### src/rtl/ps2_pkg.sv
// Shared PS/2 set-2 constants, prefix FSM states and the queued key-event record.
package ps2_pkg;

  localparam logic [7:0] PS2_EXT   = 8'hE0;
  localparam logic [7:0] PS2_BRK   = 8'hF0;
  localparam logic [7:0] PS2_PAUSE = 8'hE1;

  localparam logic [7:0] LSHIFT = 8'h12;
  localparam logic [7:0] RSHIFT = 8'h59;
  localparam logic [7:0] CAPS   = 8'h58;

  typedef enum logic [1:0] {
    ST_IDLE    = 2'd0,
    ST_EXT     = 2'd1,
    ST_BRK     = 2'd2,
    ST_EXT_BRK = 2'd3
  } ps2_state_e;

  typedef struct packed {
    logic [7:0] ascii;
    logic [7:0] code;
    logic       brk;
    logic       ext;
  } key_evt_t;

  // Keyboard status/ack bytes that carry no key meaning when seen outside a prefix.
  function automatic logic is_idle_drop(input logic [7:0] b);
    return (b == 8'h00) || (b == 8'hAA) || (b == 8'hEE) ||
           (b == 8'hFA) || (b == 8'hFE) || (b == 8'hFF);
  endfunction

endpackage

### src/rtl/ps2_keymap.sv
// Combinational set-2 scan code to ASCII lookup (US layout); zero latency, no flow control.
// Extended codes and anything unmapped translate to 0x00.
module ps2_keymap (
  input  logic [7:0] code,
  input  logic       ext,
  input  logic       shift,
  input  logic       caps,
  output logic [7:0] ascii
);

  logic [7:0] letter;

  always_comb begin
    ascii  = 8'h00;
    letter = 8'h00;
    case (code)
      8'h1C: letter = "a";
      8'h32: letter = "b";
      8'h21: letter = "c";
      8'h23: letter = "d";
      8'h24: letter = "e";
      8'h2B: letter = "f";
      8'h34: letter = "g";
      8'h33: letter = "h";
      8'h43: letter = "i";
      8'h3B: letter = "j";
      8'h42: letter = "k";
      8'h4B: letter = "l";
      8'h3A: letter = "m";
      8'h31: letter = "n";
      8'h44: letter = "o";
      8'h4D: letter = "p";
      8'h15: letter = "q";
      8'h2D: letter = "r";
      8'h1B: letter = "s";
      8'h2C: letter = "t";
      8'h3C: letter = "u";
      8'h2A: letter = "v";
      8'h1D: letter = "w";
      8'h22: letter = "x";
      8'h35: letter = "y";
      8'h1A: letter = "z";
      8'h16: ascii = shift ? "!" : "1";
      8'h1E: ascii = shift ? "@" : "2";
      8'h26: ascii = shift ? "#" : "3";
      8'h25: ascii = shift ? "$" : "4";
      8'h2E: ascii = shift ? "%" : "5";
      8'h36: ascii = shift ? "^" : "6";
      8'h3D: ascii = shift ? "&" : "7";
      8'h3E: ascii = shift ? "*" : "8";
      8'h46: ascii = shift ? "(" : "9";
      8'h45: ascii = shift ? ")" : "0";
      8'h29: ascii = 8'h20;
      8'h5A: ascii = 8'h0D;
      8'h66: ascii = 8'h08;
      8'h0D: ascii = 8'h09;
      8'h76: ascii = 8'h1B;
      default: ;
    endcase
    if (letter != 8'h00) begin
      ascii = (shift ^ caps) ? (letter - 8'h20) : letter;
    end
    if (ext) begin
      ascii = 8'h00;
    end
  end

endmodule

### src/rtl/ps2_key_event.sv
// Resolves E0/F0 prefixes and Shift/Caps state, queueing translated key events in a FIFO.
// Event visible one cycle after its final byte; consumer stalls via evt_ready, full FIFO drops and flags overflow.
module ps2_key_event
  import ps2_pkg::*;
#(
  parameter int FIFO_DEPTH = 4
) (
  input  logic       clk,
  input  logic       rst_n,
  input  logic [7:0] code_in,
  input  logic       code_valid,
  input  logic       evt_ready,
  output logic       evt_valid,
  output logic [7:0] evt_ascii,
  output logic [7:0] evt_code,
  output logic       evt_break,
  output logic       evt_ext,
  output logic       shift_active,
  output logic       caps_lock,
  output logic       overflow
);

  localparam int AW = $clog2(FIFO_DEPTH);
  localparam logic [AW:0] PTR_ONE = {{AW{1'b0}}, 1'b1};

  ps2_state_e state_q, state_d;
  logic lshift_q, lshift_d, rshift_q, rshift_d;
  logic caps_lock_q, caps_lock_d, caps_held_q, caps_held_d;
  logic overflow_q, overflow_d;
  logic [AW:0] wr_ptr_q, wr_ptr_d, rd_ptr_q, rd_ptr_d;
  key_evt_t mem_q [FIFO_DEPTH];
  key_evt_t mem_d [FIFO_DEPTH];

  logic       drop, complete, cur_brk, cur_ext;
  logic       full, empty, push, pop;
  logic [7:0] new_ascii;
  key_evt_t   new_evt, head;

  ps2_keymap u_keymap (
    .code  (code_in),
    .ext   (cur_ext),
    .shift (lshift_q | rshift_q),
    .caps  (caps_lock_q),
    .ascii (new_ascii)
  );

  always_comb begin
    cur_brk  = (state_q == ST_BRK) || (state_q == ST_EXT_BRK);
    cur_ext  = (state_q == ST_EXT) || (state_q == ST_EXT_BRK);
    drop     = (code_in == PS2_PAUSE) || ((state_q == ST_IDLE) && is_idle_drop(code_in));
    complete = code_valid && !drop && (code_in != PS2_EXT) && (code_in != PS2_BRK);
    new_evt  = '{ascii: new_ascii, code: code_in, brk: cur_brk, ext: cur_ext};

    state_d = state_q;
    if (code_valid && !drop) begin
      case (code_in)
        PS2_EXT: state_d = (state_q == ST_EXT_BRK) ? ST_EXT_BRK : ST_EXT;
        PS2_BRK: begin
          if (state_q == ST_IDLE)     state_d = ST_BRK;
          else if (state_q == ST_EXT) state_d = ST_EXT_BRK;
        end
        default: state_d = ST_IDLE;
      endcase
    end
  end

  // Caps toggles only on the first press of a hold so typematic repeats are ignored.
  always_comb begin
    lshift_d    = lshift_q;
    rshift_d    = rshift_q;
    caps_lock_d = caps_lock_q;
    caps_held_d = caps_held_q;
    if (complete && !cur_ext) begin
      if (code_in == LSHIFT) lshift_d = !cur_brk;
      if (code_in == RSHIFT) rshift_d = !cur_brk;
      if (code_in == CAPS) begin
        if (cur_brk) begin
          caps_held_d = 1'b0;
        end else begin
          if (!caps_held_q) caps_lock_d = !caps_lock_q;
          caps_held_d = 1'b1;
        end
      end
    end
  end

  always_comb begin
    empty      = (wr_ptr_q == rd_ptr_q);
    full       = (wr_ptr_q[AW] != rd_ptr_q[AW]) && (wr_ptr_q[AW-1:0] == rd_ptr_q[AW-1:0]);
    pop        = !empty && evt_ready;
    push       = complete && (!full || pop);
    overflow_d = overflow_q || (complete && full && !pop);
    wr_ptr_d   = push ? (wr_ptr_q + PTR_ONE) : wr_ptr_q;
    rd_ptr_d   = pop ? (rd_ptr_q + PTR_ONE) : rd_ptr_q;
    mem_d      = mem_q;
    if (push) mem_d[wr_ptr_q[AW-1:0]] = new_evt;
  end

  always_ff @(posedge clk or negedge rst_n) begin
    if (!rst_n) begin
      state_q     <= ST_IDLE;
      lshift_q    <= 1'b0;
      rshift_q    <= 1'b0;
      caps_lock_q <= 1'b0;
      caps_held_q <= 1'b0;
      overflow_q  <= 1'b0;
      wr_ptr_q    <= '0;
      rd_ptr_q    <= '0;
      for (int i = 0; i < FIFO_DEPTH; i++) mem_q[i] <= '0;
    end else begin
      state_q     <= state_d;
      lshift_q    <= lshift_d;
      rshift_q    <= rshift_d;
      caps_lock_q <= caps_lock_d;
      caps_held_q <= caps_held_d;
      overflow_q  <= overflow_d;
      wr_ptr_q    <= wr_ptr_d;
      rd_ptr_q    <= rd_ptr_d;
      mem_q       <= mem_d;
    end
  end

  assign head         = mem_q[rd_ptr_q[AW-1:0]];
  assign evt_valid    = !empty;
  assign evt_ascii    = head.ascii;
  assign evt_code     = head.code;
  assign evt_break    = head.brk;
  assign evt_ext      = head.ext;
  assign shift_active = lshift_q | rshift_q;
  assign caps_lock    = caps_lock_q;
  assign overflow     = overflow_q;

endmodule

### config.mk
export PLATFORM = sky130hd
export DESIGN_NAME = ps2_key_event
export DESIGN_NICKNAME = d
export VERILOG_FILES = /design/src/rtl/ps2_pkg.sv /design/src/rtl/ps2_keymap.sv /design/src/rtl/ps2_key_event.sv
export SDC_FILE = /design/constraint.sdc
export NUM_CORES = 1
export LEC_CHECK = 0
export CAP_MARGIN = 10
export CORE_MARGIN = 5
export CORE_UTILIZATION = 54
export CTS_CLUSTER_SIZE = 14
export DETAILED_ROUTE_END_ITERATION = 8
export PLACE_DENSITY_LB_ADDON = 0.12
export SLEW_MARGIN = 20
export SYNTH_ARGS = -nofsm -noshare
export SYNTH_HDL_FRONTEND = slang
export SYNTH_SLANG_ARGS = --single-unit
export TNS_END_PERCENT = 30
### constraint.sdc
create_clock -name clk -period 2.4 [get_ports clk]
set_input_delay 0.36 -clock clk [delete_from_list [all_inputs] [get_ports clk]]
set_output_delay 0.36 -clock clk [all_outputs]
set_load 0.02 [all_outputs]
==> results of run 1 <==
[report_power, final]
part	leakage [nW]	switching, mW	internal (mW)
clock	0.103	0.614	0.414
sequential	1.09	0.326	2.00
combinational	1.94	1.50	1.56
total	3.13	2.44	3.98
[kinds of logic (layout without fill, tap and decap cells)]
family / Yosys count / in the layout / share of synthesized area (%)
buffers and inverters: 51 / 197 / 5.36
AOI/OAI and AO/OA: 103 / 103 / 13.5
muxes: 66 / 66 / 18.3
adders and majority gates: 7 / 7 / 1.72
DFF: 85 / 85 / 41.8
xor gates and xnor gates: 11 / 11 / 1.89
and+or+nand+nor: 148 / 150 / 17.4
[Yosys cell counts (4+ instances only)]
cell        n
mux2_1      4
mux2_2     33
ha_1        7
a21o_1      4
mux4_2     18
nor4_1      4
o21ai_0    36
nand2b_1    4
xnor2_1     9
nand4_1    10
a22o_1      5
mux2i_1    11
nand3_1    12
dfrtp_1    85
clkbuf_1   10
o2111ai_1   4
nand2_1    40
buf_6       4
and3_1      6
nor3b_1     5
inv_1      11
nor2_1     26
a31oi_1     5
buf_2      20
nor2b_1     9
nand3_4     4
nor4b_1     5
a21oi_1    16
[registers in the layout (all words and copies together), names as in the netlist, 2 cells and up]
| register | flops |
|---|---|
| mem_q | 72 |
| rd_ptr_q | 3 |
| wr_ptr_q | 3 |
| state_q | 2 |
[metrics by stage]
step / instance area [sq um] / power [mW]
finish: 6770 / 6.41
detailed placement: 6210 / 5.39
floorplan: 5090 / 4.25
global placement: 6210 / 5.26
global route: 6770 / 6.79
CTS: 6710 / 6.43
[worst paths after layout]
check	start	end	slack, ns	cells past startpoint
hold / removal	rst_n	mem_q[63]	0.40	2
hold reg to reg	mem_q[0]	mem_q[0]	0.49	2
min in group clk	mem_q[0]	mem_q[0]	0.49	2
max in group asynchronous	rst_n	mem_q[11]	1.34	3
setup / recovery	code_in[4]	mem_q[17]	0.05	9
setup reg to reg	state_q[1]	mem_q[11]	0.18	7
[layer usage]
metal | routed length (um) | vias up
li1 | - | 2051
met1 | 6410 | 2243
met2 | 7170 | 205
met3 | 930 | 14
met4 | 187 | 0
met5 | 0 | -
[worst max-delay path, stage by stage]
cell and delay [ns]:
clkdlybuf4s15_1 0.33, or4bb_4 0.60, a211o_1 0.29, nand2_1 0.10, a311o_1 0.20, nor2_2 0.07
ha_1 0.19, o211a_1 0.16, mux2_2 0.28
[layout by cell type (no fill, tap or decap), types with 10 or more instances in the layout]
master,netlist,routed
buf_4,1,115
dfrtp_1,85,85
nand2_1,40,40
o21ai_0,36,35
mux2_2,33,32
nor2_1,26,24
dlygate4sd2_1,0,24
mux4_2,18,18
a21oi_1,16,15
buf_6,4,12
inv_1,11,11
nand3_1,12,11
mux2i_1,11,11
nand4_1,10,10
[area by class of cell]
| class | instances | share of cell area, % |
|---|---|---|
| clock inverters | 7 | 1.13 |
| flip-flops and latches | 85 | 31.4 |
| clock buffers | 9 | 1.83 |
| multi-input cells | 337 | 41.4 |
| repair buffers | 168 | 21.4 |
| inverters | 13 | 0.721 |
| well taps | 111 | 2.05 |
[repair_timing]
| item | 4_1_cts | 5_1_grt |
|---|---|---|
| setup buffers | 24 | 0 |
| cloned | 3 | 0 |
| hold buffers | 1 | 0 |
| pin swaps | 5 | 5 |
| gates resized for setup | 47 | 12 |
| endpoints found under the hold margin | 18 | 0 |
| endpoints found under the setup margin | 91 | 57 |
==> results.json, run 1 <==
{
  "synth_seq_cells": 85,
  "async_flop_share_pct": 100,
  "max_slew_margin_pct": 68.0,
  "antenna_found_initial": 0,
  "dpl.hpwl_um": 10100,
  "rows": 35,
  "yosys_warnings": 0,
  "ys_types": 72,
  "wire_per_inst_um": 20.1,
  "cts_tree": "done",
  "avgSynthCellArea_sq_um": 10.8,
  "period_share_pct": 97.7,
  "synth_top_area_share_pct": 41.8,
  "critPathKind": "input port to flop",
  "numPortBuffers": 33,
  "grt_use_total_pct": 26.8,
  "die_area_sq_mm": 0.0115,
  "start_util_pct": 55.3,
  "n_fill_cell": 658,
  "wirelength_um": 14700,
  "endpoint_kind": "flop",
  "firstDrtPassIters": 5,
  "cp_max_fo": 6,
  "met3_usage_pct": 3.85,
  "drcViolationCount": 0,
  "finalClockSkew_ns": 0.0191,
  "gp_congestion": 0.940,
  "vias": 4513,
  "worstHoldPathType": "input port to asynchronous set/reset pin",
  "syn_nets": 490,
  "ant_nets": 0,
  "slew_violations": 0,
  "cts-htree-levels": 3,
  "synth_area_leaders": "dfrtp_1 (42%), mux4_2 (8.0%), mux2_2 (7.3%)",
  "setup_viol": 0,
  "worstPathRequired_ns": 2.65,
  "die_x_um": 107,
  "via_per_inst": 6.18,
  "area_growth_pct": 33.0,
  "cts_made_buffers": 9,
  "die_h_um": 107,
  "yosysTopAreaCell": "dfrtp_1",
  "period_minus_slack_ns": 2.35,
  "insertion_delay_ns": 0.36,
  "crit_arrival_ns": 2.59,
  "grt_max_degree": 40,
  "io_pins": 34,
  "clock_path_buffers": 2,
  "worst_pin_slew_ns": 0.479,
  "post-place-cells": 686,
  "final-seq-area_sq_mm": 0.00213,
  "cts.clk_slew.worst_paths_ns": 0.11,
  "met2_usage_pct": 44.1,
  "stdcell_count": 730,
  "worst_slack_ns": 0.0542,
  "synth-edff-count": 0,
  "drive_gt1_share_pct": 37.3,
  "n_antenna_cell": 0,
  "status": "finished, final reports clean",
  "final_util_pct": 73.6,
  "yosysSeqAreaShare_pct": 41.8,
  "grt_pass1_vias": 4522,
  "total_leakage_power_nw": 3.13,
  "synth_ff_type": "dfrtp_1",
  "powerDensity_mw_per_mm2": 948,
  "top_usage_layer": "met2",
  "worstSetupStartpointType": "input port",
  "place_ws_ns": -0.569,
  "syn_inst": 471,
  "maxCapViolCount": 0,
  "clock_sinks": 85,
  "drt_iter0_drc": 447,
  "fmax_ghz": 0.426,
  "grt_overflow": 0,
  "nets": 633,
  "cts_root_buf": "clkbuf_8",
  "hold_viol_final": 0,
  "grt_first_pass_wirelength_um": 23900,
  "multi_input_comb_area_sq_mm": 0.00280,
  "holdWs_ns": 0.399,
  "mappedNetlistArea_sq_mm": 0.00509,
  "tns_ns": 0,
  "core_area_sq_mm": 0.00920,
  "ir_worst_vdd_v": 0.000875,
  "use_met1_pct": 37.4
}
No activity file was read; power rests on OpenSTA's default activity.
==> inputs of run 2 (changes only) <==
- CORE_ASPECT_RATIO: default -> 0.8
- SYNTH_HIERARCHICAL: default -> 1
==> run 2 against run 1 <==
Against the previous run:
- combinational power is 6% lower
- power up 0.88%
- worst setup slack improved by 0.0031 ns
- global-route usage decreased by 4.2 points
- clock power up 32%
- final area shrank 1.5%
- area after synthesis increased by 4.2%
- synthesized cell count fell by 8.3%
- largest cell class unchanged
==> results.json, run 2 <==
{
  "final_util_pct": 69.3,
  "grt_pass1_vias": 4218,
  "critPathKind": "input port to flop",
  "syn_inst": 432,
  "synth-edff-count": 0,
  "worstHoldPathType": "input port to flop",
  "die_x_um": 121,
  "antenna_found_initial": 0,
  "drive_gt1_share_pct": 44.9,
  "grt_max_degree": 62,
  "n_fill_cell": 729,
  "post-place-cells": 639,
  "cts.clk_slew.worst_paths_ns": 0.06,
  "synth_top_area_share_pct": 40.1,
  "path_buf_inv": 1,
  "die_area_sq_mm": 0.0119,
  "drcViolationCount": 0,
  "worst_slack_ns": 0.0574,
  "vias": 3862,
  "mostFrequentLayoutCells": "buf_4 (91), dfrtp_1 (85), mux2_4 (39), mux2_2 (35), dlygate4sd2_1 (20)",
  "yosysMostFrequentCell": "dfrtp_1",
  "largest-register": "mem_q",
  "die_h_um": 98.6,
  "mappedNetlistArea_sq_mm": 0.00530,
  "worstPathRequired_ns": 2.68,
  "io_pins": 34,
  "period_minus_slack_ns": 2.34,
  "status": "finished, final reports clean",
  "reg_top3": "mem_q (72), rd_ptr_q (3), wr_ptr_q (3)",
  "async_flop_share_pct": 100,
  "ir_worst_vdd_v": 0.000666,
  "synth_commonest_cells": "dfrtp_1 (85), mux2_4 (39), mux2_2 (35)",
  "avgSynthCellArea_sq_um": 12.3,
  "layout_commonest_cell": "buf_4",
  "insertion_delay_ns": 0.34,
  "total_leakage_power_nw": 2.96,
  "r2r-start": "wr_ptr_q[1]",
  "yosysTopAreaCell": "dfrtp_1",
  "core_area_sq_mm": 0.00961,
  "n_antenna_cell": 0,
  "endpoint_kind": "flop",
  "period_share_pct": 97.6,
  "hold_viol_final": 0,
  "place_ws_ns": -0.686,
  "dpl.hpwl_um": 9180,
  "stdcell_count": 662,
  "ant_nets": 0,
  "drt_iter0_drc": 266,
  "wire_per_inst_um": 19.2,
  "gp_congestion": 0.875,
  "worst_pin_slew_ns": 0.543,
  "nets": 557,
  "powerDensity_mw_per_mm2": 971,
  "numPortBuffers": 33,
  "largest_reg_flops": 72,
  "rows": 32,
  "cts_root_buf": "clkbuf_16",
  "grt_use_total_pct": 22.5,
  "syn_nets": 451,
  "worstSetupStartpoint": "code_in[5]",
  "ys_types": 67,
  "yosysSeqAreaShare_pct": 40.1,
  "wirelength_um": 12700,
  "grt_overflow": 0,
  "setup_viol": 0,
  "start_util_pct": 55.1,
  "crit_path_max_incr_delay_ns": 0.52,
  "cp_cell_sequence": "clkbuf_4 -> or4b_4 -> or3_4 -> a31oi_4 -> nor4_4 -> ha_1 -> or2_4 -> o22ai_4 -> mux2_4",
  "slew_violations": 0,
  "crit_family": "simple AND/OR/NAND/NOR gates",
  "tns_ns": 0,
  "clock_sinks": 85,
  "finalClockSkew_ns": 0.00704,
  "crit_arrival_ns": 2.62,
  "cts-htree-levels": 3,
  "cp_max_fo": 5,
  "max_slew_margin_pct": 62.9,
  "area_growth_pct": 25.7,
  "cts_tree": "done",
  "clock_path_buffers": 2,
  "worstSetupStartpointType": "input port",
  "via_per_inst": 5.83,
  "synth_ff_type": "dfrtp_1",
  "grt_first_pass_wirelength_um": 21300,
  "synth_seq_cells": 85,
  "critPathSlowestCell": "or4b_4",
  "yosys_warnings": 6,
  "maxCapViolCount": 0,
  "firstDrtPassIters": 4,
  "synth_area_leaders": "dfrtp_1 (40%), mux2_4 (11%), mux4_2 (7.7%)",
  "fmax_ghz": 0.427,
  "hp-start": "code_in[7]",
  "cts_made_buffers": 9
}
## run 2: repair_timing
item,4_1_cts,5_1_grt
gates cloned,0,0
gates resized for setup,43,16
hold buffers,1,0
hold endpoints to repair,24,0
buffers inserted,1,5
setup endpoints to repair,92,4
pin swaps,8,10
## run 2: metal layers
metal  track usage (%)  wire [um]  vias to the layer above
li1                  -          -                     1814
met4              6.10        111                        0
met3              4.07        469                       11
met5                 0          0                        -
met2              37.3       6140                       76
met1              30.7       6020                     1961
## run 2: path summary, 6_finish.rpt
path	to	slack, ns	cells past startpoint
max	mem_q[15]	0.06	9
max reg2reg	mem_q[63]	0.12	6
min	mem_q[45]	0.45	3
min in group asynchronous	mem_q[68]	0.47	2
max in group asynchronous	mem_q[22]	1.29	3
min reg2reg	overflow	0.48	1
## run 2: kinds of logic (layout without fill, tap and decap cells)
family / count (synthesis) / in the layout / synth area share, %
AO/OA/AOI/OAI: 64 / 64 / 9.12
multiplexers: 94 / 94 / 26.5
flip-flops: 85 / 85 / 40.1
buffers and inverters: 48 / 159 / 5.90
AND/OR/NAND/NOR: 119 / 119 / 14.2
adder cells (fa/ha/maj): 7 / 7 / 1.65
XOR/XNOR: 15 / 15 / 2.48
## run 2: final cells by class
| type | instances | area (sq um) | area share [%] |
|---|---|---|---|
| Multi-Input combinational cell | 299 | 2930 | 44.0 |
| Clock inverter | 5 | 41.3 | 0.620 |
| Clock buffer | 11 | 253 | 3.79 |
| Timing Repair Buffer | 135 | 1130 | 17.0 |
| Inverter | 8 | 30.0 | 0.451 |
| Tap cell | 119 | 149 | 2.23 |
| Sequential cell | 85 | 2130 | 31.9 |
## run 2: tightest hold or removal path: stages
cell and delay [ns]:
clkbuf_2 0.13, buf_4 0.13, mux2_2 0.13
## run 2: per-stage QoR
step           hold WS, ns  power, mW  cell area (sq um)
2_1_floorplan       0.0644       4.27               5330
3_3_place_gp         0.280       5.15               6270
3_5_place_dp         0.288       5.26               6270
4_1_cts              0.468       6.51               6600
5_1_grt              0.454       6.82               6660
6_report             0.447       6.47               6660
## run 2: report_power, final
group | leakage [nW] | switching [mW] | internal (mW)
sequential | 1.09 | 0.298 | 1.94
clock | 0.144 | 0.592 | 0.771
combinational | 1.73 | 1.29 | 1.58
